`config.mk`:
```
export PLATFORM = sky130hd
export DESIGN_NAME = jtdd_rom_mux_flat
export DESIGN_NICKNAME = d
export VERILOG_FILES = /design/src/rtl/jtdd_rom_mux_if.sv /design/src/rtl/jtdd_rom_mux.sv /design/src/flat_wrapper.sv
export SDC_FILE = /design/constraint.sdc
export NUM_CORES = 1
export LEC_CHECK = 0
export CAP_MARGIN = 20
export CORE_MARGIN = 5
export CORE_UTILIZATION = 30
export DETAILED_ROUTE_END_ITERATION = 8
export PLACE_DENSITY_LB_ADDON = 0.08
export SKIP_LAST_GASP = 1
export SLEW_MARGIN = 20
export SYNTH_ARGS = -nofsm -noshare
export SYNTH_HDL_FRONTEND = slang
export SYNTH_SLANG_ARGS = --single-unit
```
`constraint.sdc`:
```
create_clock -name clk -period 5.9 [get_ports clk]
set_clock_uncertainty 0.1 [all_clocks]
set_input_delay 1.18 -clock clk [delete_from_list [all_inputs] [get_ports clk]]
set_output_delay 1.18 -clock clk [all_outputs]
set_load 0.05 [all_outputs]
```
`src/rtl/jtdd_rom_mux_if.sv`:
```
// SDRAM-side handshake of the ROM-fetch arbiter.
//   master : the arbiter (drives sdram_req/sdram_addr, receives ack/data)
//   slave  : the SDRAM controller
//   sdram_addr : word address of the single-word read
//   sdram_req  : level request, held until sdram_ack
//   sdram_ack  : one-cycle accept pulse
//   data_rdy   : one-cycle pulse, data_read valid
//   data_read  : read word
interface jtdd_rom_mux_if;
  logic [21:0] sdram_addr;
  logic        sdram_req;
  logic        sdram_ack;
  logic        data_rdy;
  logic [15:0] data_read;

  modport master (output sdram_addr, sdram_req, input sdram_ack, data_rdy, data_read);
  modport slave  (input sdram_addr, sdram_req, output sdram_ack, data_rdy, data_read);
endinterface

```
`src/rtl/jtdd_rom_mux.sv`:
```
// ROM-fetch arbiter for the char / scroll / object video ROM ports.
// Each client owns a one-word cache (valid, tag, word); a client whose
// cache does not match its live address is pending, and pending clients
// are served one at a time (char > scroll > object) through a single
// SDRAM read requester.
//   clk, rst_n           : clock, async active-low reset
//   char_addr/data/ok    : char ROM byte port (byte picked from cached word)
//   scr_addr/data/ok     : scroll ROM word port
//   obj_addr/data/ok     : object ROM word port
//   sdram (master)       : request/ack/data handshake to the SDRAM controller

// One cache entry. Tags are carried at a common width; narrower clients
// zero-extend their word address so every entry is the same instance.
module jtdd_rom_mux_slot #(
  parameter int TAG_W = 18
) (
  input  logic             clk,
  input  logic             rst_n,
  input  logic [TAG_W-1:0] addr,
  input  logic             fill,
  input  logic [TAG_W-1:0] fill_tag,
  input  logic [15:0]      fill_data,
  output logic             hit,
  output logic [15:0]      word
);
  logic             valid;
  logic [TAG_W-1:0] tag;

  always_ff @(posedge clk or negedge rst_n) begin
    if (!rst_n) begin
      valid <= 1'b0;
      tag   <= '0;
      word  <= '0;
    end else if (fill) begin
      valid <= 1'b1;
      tag   <= fill_tag;
      word  <= fill_data;
    end
  end

  assign hit = valid && (tag == addr);
endmodule

module jtdd_rom_mux #(
  parameter logic [21:0] CHAR_OFFSET = 22'h00000,
  parameter logic [21:0] SCR_OFFSET  = 22'h08000,
  parameter logic [21:0] OBJ_OFFSET  = 22'h28000
) (
  input  logic                  clk,
  input  logic                  rst_n,
  input  logic [14:0]           char_addr,
  output logic [7:0]            char_data,
  output logic                  char_ok,
  input  logic [16:0]           scr_addr,
  output logic [15:0]           scr_data,
  output logic                  scr_ok,
  input  logic [17:0]           obj_addr,
  output logic [15:0]           obj_data,
  output logic                  obj_ok,
  jtdd_rom_mux_if.master        sdram
);
  localparam int NUM_CLIENTS = 3;
  localparam int TAG_W       = 18;

  typedef enum logic [1:0] {IDLE, WAIT_ACK, WAIT_DATA} state_t;

  // Client index 0 = char, 1 = scroll, 2 = object; lower index wins.
  logic [NUM_CLIENTS-1:0][TAG_W-1:0] cl_addr;
  logic [NUM_CLIENTS-1:0][15:0]      cl_word;
  logic [NUM_CLIENTS-1:0][21:0]      offs;
  logic [NUM_CLIENTS-1:0]            hit;
  logic [NUM_CLIENTS-1:0]            fill;

  state_t           state, state_nx;
  logic [1:0]       win_id, cur_id;
  logic             any_miss;
  logic [TAG_W-1:0] cur_tag;
  logic [21:0]      addr_q;
  logic             load, done;

  assign offs       = {OBJ_OFFSET, SCR_OFFSET, CHAR_OFFSET};
  assign cl_addr[0] = {4'd0, char_addr[14:1]};
  assign cl_addr[1] = {1'b0, scr_addr};
  assign cl_addr[2] = obj_addr;

  generate
    for (genvar i = 0; i < NUM_CLIENTS; i++) begin : g_slot
      assign fill[i] = done && (cur_id == 2'(i));
      jtdd_rom_mux_slot #(.TAG_W(TAG_W)) u_slot (
        .clk      (clk),
        .rst_n    (rst_n),
        .addr     (cl_addr[i]),
        .fill     (fill[i]),
        .fill_tag (cur_tag),
        .fill_data(sdram.data_read),
        .hit      (hit[i]),
        .word     (cl_word[i])
      );
    end
  endgenerate

  // Fixed priority: scan from lowest priority up so the lowest index sticks.
  always_comb begin
    win_id   = 2'd0;
    any_miss = 1'b0;
    for (int i = NUM_CLIENTS - 1; i >= 0; i--) begin
      if (!hit[i]) begin
        win_id   = 2'(i);
        any_miss = 1'b1;
      end
    end
  end

  always_ff @(posedge clk or negedge rst_n) begin
    if (!rst_n) state <= IDLE;
    else        state <= state_nx;
  end

  // An ack that arrives together with its data closes the fetch at once.
  always_comb begin
    state_nx = state;
    load     = 1'b0;
    done     = 1'b0;
    case (state)
      IDLE: begin
        if (any_miss) begin
          load     = 1'b1;
          state_nx = WAIT_ACK;
        end
      end
      WAIT_ACK: begin
        if (sdram.sdram_ack) begin
          if (sdram.data_rdy) begin
            done     = 1'b1;
            state_nx = IDLE;
          end else begin
            state_nx = WAIT_DATA;
          end
        end
      end
      WAIT_DATA: begin
        if (sdram.data_rdy) begin
          done     = 1'b1;
          state_nx = IDLE;
        end
      end
      default: state_nx = IDLE;
    endcase
  end

  // The in-flight tag is latched at issue so the fill matches what was
  // actually fetched, even if the client has moved on meanwhile.
  always_ff @(posedge clk or negedge rst_n) begin
    if (!rst_n) begin
      cur_id  <= 2'd0;
      cur_tag <= '0;
      addr_q  <= '0;
    end else if (load) begin
      cur_id  <= win_id;
      cur_tag <= cl_addr[win_id];
      addr_q  <= offs[win_id] + {4'd0, cl_addr[win_id]};
    end
  end

  // Request is a pure state decode: rises the cycle after issue, falls on
  // ack, and drops asynchronously with reset.
  assign sdram.sdram_req  = (state == WAIT_ACK);
  assign sdram.sdram_addr = addr_q;

  assign char_ok   = hit[0];
  assign scr_ok    = hit[1];
  assign obj_ok    = hit[2];
  assign char_data = char_addr[0] ? cl_word[0][15:8] : cl_word[0][7:0];
  assign scr_data  = cl_word[1];
  assign obj_data  = cl_word[2];
endmodule
```
`src/flat_wrapper.sv`:
```
// flat-port wrapper written by rule: the top's interface ports become plain ports
module jtdd_rom_mux_flat 
#(
  parameter logic [21:0] CHAR_OFFSET = 22'h00000,
  parameter logic [21:0] SCR_OFFSET  = 22'h08000,
  parameter logic [21:0] OBJ_OFFSET  = 22'h28000
)
  (clk, rst_n, char_addr, char_data, char_ok, scr_addr, scr_data, scr_ok, obj_addr, obj_data, obj_ok, sdram_sdram_addr, sdram_sdram_req, sdram_sdram_ack, sdram_data_rdy, sdram_data_read);
  jtdd_rom_mux_if sdram_i ();
  input  logic clk;
  input  logic rst_n;
  input  logic [14:0] char_addr;
  output logic [7:0] char_data;
  output logic char_ok;
  input  logic [16:0] scr_addr;
  output logic [15:0] scr_data;
  output logic scr_ok;
  input  logic [17:0] obj_addr;
  output logic [15:0] obj_data;
  output logic obj_ok;
  output wire logic [$bits(sdram_i.sdram_addr)-1:0] sdram_sdram_addr;
  output wire logic [$bits(sdram_i.sdram_req)-1:0] sdram_sdram_req;
  input wire logic [$bits(sdram_i.sdram_ack)-1:0] sdram_sdram_ack;
  input wire logic [$bits(sdram_i.data_rdy)-1:0] sdram_data_rdy;
  input wire logic [$bits(sdram_i.data_read)-1:0] sdram_data_read;
  assign sdram_sdram_addr = sdram_i.sdram_addr;
  assign sdram_sdram_req = sdram_i.sdram_req;
  assign sdram_i.sdram_ack = sdram_sdram_ack;
  assign sdram_i.data_rdy = sdram_data_rdy;
  assign sdram_i.data_read = sdram_data_read;
  jtdd_rom_mux #(.CHAR_OFFSET(CHAR_OFFSET), .SCR_OFFSET(SCR_OFFSET), .OBJ_OFFSET(OBJ_OFFSET)) u_core (.clk(clk), .rst_n(rst_n), .char_addr(char_addr), .char_data(char_data), .char_ok(char_ok), .scr_addr(scr_addr), .scr_data(scr_data), .scr_ok(scr_ok), .obj_addr(obj_addr), .obj_data(obj_data), .obj_ok(obj_ok), .sdram(sdram_i));
endmodule
```
==> metrics.md <==
| Metric | Value |
|---|---|
| Core area | 21,800 µm² |
| Worst vdd ir | approximately 0.24 mV |
| Cell taking the most area after synthesis | dfrtp_1 |
| Yosys warns | 0 |
| Required time of the critical path | 4.62 ns |
| Mean Syn Cell Area | ~13 µm² |
| EDFF count, synth | 0 |
| Seq/Total Area, Yosys | 0.492 |
| P&R area growth vs syn | 28.2% |
| Hold Path Class | flip-flop to flip-flop |
| Post-synth top cells | dfrtp_1, mux2_2, buf_4 |
| Synth top area cells | dfrtp_1, mux2_2, xnor2_1, buf_4, a2bb2oi_1 |
| Die Span X | 159 µm |
| Layout cells sized above 1 | 0.278 |
| Power density over the cells | roughly 490 nW/µm² |
| Port bufs | 132 |
| TritonCTS clock tree | built |
| Final WS setup | between 0.8 and 0.9 ns |
| Clk_lat worst skew | 0.41 ns |
| Die Span Y | 159 µm |
| CP Capture Type | output port |
| Initial antenna violation count | 0 |
| Crit path DAT | 3.76 ns |
| Post-Route WL | 19,200 µm |
| Slew at the pin with the worst max-slew slack | about 1 ns |
| CP Launch Type | input port |
| Maximum clock frequency | 198 MHz |
| Total grt overflow | 0 |
| TritonRoute pass-1 iters | 4 |
| Fin. max-slew vios | 0 |
| Initial DRC count | 249 |
| Count leader, synth | dfrtp_1 |
| DRT antenna net count | 0 |
| Gr usage total | 0.153 |
| Mapped cell area | 6660 µm² |
| Vias per inst | 4.93 |
| Max Root-Sink Buffers | 2 |
| Async set-reset flop share out of synthesis | 1.00 |
| Final hold vios | 0 |
| Vias in the first global route | 4,957 |
| Postcts setup bufs | 0 |
| # IOs | 136 |
| Final Cell Area | 8540 µm² |
| Post-synth top area share | 0.492 |
| Gate count after technology mapping | 531 |
| # hold bufs at CTS | 0 |
| CTS Sinks | 131 |
| Critical-path maximum fanout | 5 |
| Largest net degree at the start of global routing | between 90 and 100 |
| Setup TNS | 0 ns |
| CTS clk-pin slew, worst paths | 0.06 ns |
| Cell Area, Placed | 7950 µm² |
| Cell variety after synth | 51 |
| Die area | 25,300 µm² |
| # setup viols final | 0 |
| PostCTS Resize Cnt | 0 |
| Crit path time final | 5.04 ns |
| First-pass GRT wire length | between 30,000 and 40,000 µm |
| Final period util | 0.855 |
| RSZ-0062 raised after global routing | no |
| Synth Register Bits | 131 |
| Max-cap violations | 0 |
| N_diodes | 0 |
| CP Class | input port to output port |
| H-tree depth | 4 |
| # nets final | 700 |
| Leakage | 0.00346 µW |
| Post-DR wirelength/cell | 21.0 µm |
| DRC | 0 |
| Max_slew headroom | 0.335 |
| Hpwl dp | between 10,000 and 15,000 µm |
| Most used DFF post-synth | dfrtp_1 |
| Number of fillers in the final layout | 2,123 |
| DR vias | between 4,000 and 5,000 |
| Initial Util | 0.305 |
| Rows | 54 |
| Gpl congestion | 0.922 |
| Total CTS buffers | 17 |
| Status | completed |
| Dpl ws | 0.875 ns |
| CTS Root Cell | clkbuf_16 |
[per-layer routing]
| layer | share of wire | track usage | vias to the layer above |
|---|---|---|---|
| met5 | 0 | 0 | - |
| met4 | 0.019 | 0.0504 | 0 |
| met3 | 0.066 | 0.0502 | 27 |
| met1 | 0.43 | 0.197 | 2268 |
| met2 | 0.48 | 0.244 | 157 |
| li1 | - | - | 2060 |
[metrics by stage]
step                utilization  power [µW]  hold slack (ns)  cells
CTS                       0.391        4210            0.376    916
finish                    0.391        4150            0.371    916
detailed placement        0.364        3130            0.362    884
global route              0.391        4370            0.394    916
floorplan                     -        2670            0.339    533
global placement          0.364        3100            0.353    883
[worst paths after layout]
check,from,to,slack [ns],cells past startpoint
setup / recovery,scr_addr[6],scr_ok,0.86,7
hold / removal,u_core.g_slot[1].u_slot.valid,u_core.g_slot[1].u_slot.valid,0.37,1
setup reg to reg,u_core.g_slot[1].u_slot.tag[6],u_core.sdram.sdram_addr[16],2.44,8
hold reg to reg,u_core.g_slot[1].u_slot.valid,u_core.g_slot[1].u_slot.valid,0.37,1
max in group asynchronous,rst_n,u_core.g_slot[1].u_slot.tag[1],3.84,2
min in group asynchronous,rst_n,u_core.sdram.sdram_addr[6],0.76,1
[flip-flops by register name, summed over array words and instances (netlist names)]
register	count
u_core.cur_id	2
u_core.cur_tag	8
u_core.g_slot.u_slot.tag	54
u_core.g_slot.u_slot.valid	3
u_core.g_slot.u_slot.word	48
u_core.sdram.sdram_addr	14
u_core.state	2
[layout make-up]
| class | instances | area [µm²] | area share |
|---|---|---|---|
| sequential | 131 | 3280 | 0.384 |
| multi-input combinational | 320 | 2890 | 0.338 |
| timing repair buffer | 140 | 1390 | 0.162 |
| clock buffer | 19 | 453 | 0.0530 |
| tap | 280 | 350 | 0.0410 |
| clock inverter | 13 | 134 | 0.0157 |
| inverter | 13 | 53.8 | 0.00630 |
[cells in the final DEF, fill, tap and decap left out, types with 4 or more instances in the layout]
cell / Yosys / routed
nand2_1: 5 / 5
nor3_1: 4 / 4
nor2_1: 5 / 5
nand4_1: 23 / 23
clkdlybuf4s50_1: 0 / 131
ha_1: 7 / 7
a21oi_1: 34 / 34
inv_1: 9 / 9
clkbuf_16: 0 / 17
a2bb2oi_1: 20 / 20
dfrtp_1: 131 / 131
a2bb2oi_2: 8 / 8
mux2_2: 110 / 110
xnor2_1: 49 / 49
clkinvlp_4: 0 / 6
clkinv_2: 0 / 4
buf_4: 50 / 7
[where the power goes]
part           internal [µW]  switching (µW)
Clock                    642             413
Combinational            704             990
Sequential              1180             219
[critical path, stage by stage]
cell and delay (ns):
clkdlybuf4s50_1 0.44, xnor2_1 0.39, nand4_1 0.21, or3_1 0.44, nor2_2 0.12, buf_4 0.17
clkdlybuf4s50_1 0.81
[cells by family (layout without fill, tap and decap cells)]
family,Yosys count,count (layout),share of synthesized area
flip-flops,131,131,0.492
AO/OA/AOI/OAI,84,84,0.0964
XOR/XNOR,50,50,0.0658
buffers and inverters,82,185,0.0785
other,1,3,0.000563
AND/OR/NAND/NOR,63,63,0.0626
adder cells (fa/ha/maj),7,7,0.0131
multiplexers,113,113,0.191
Note: power is estimated with default switching activity, not from simulation.
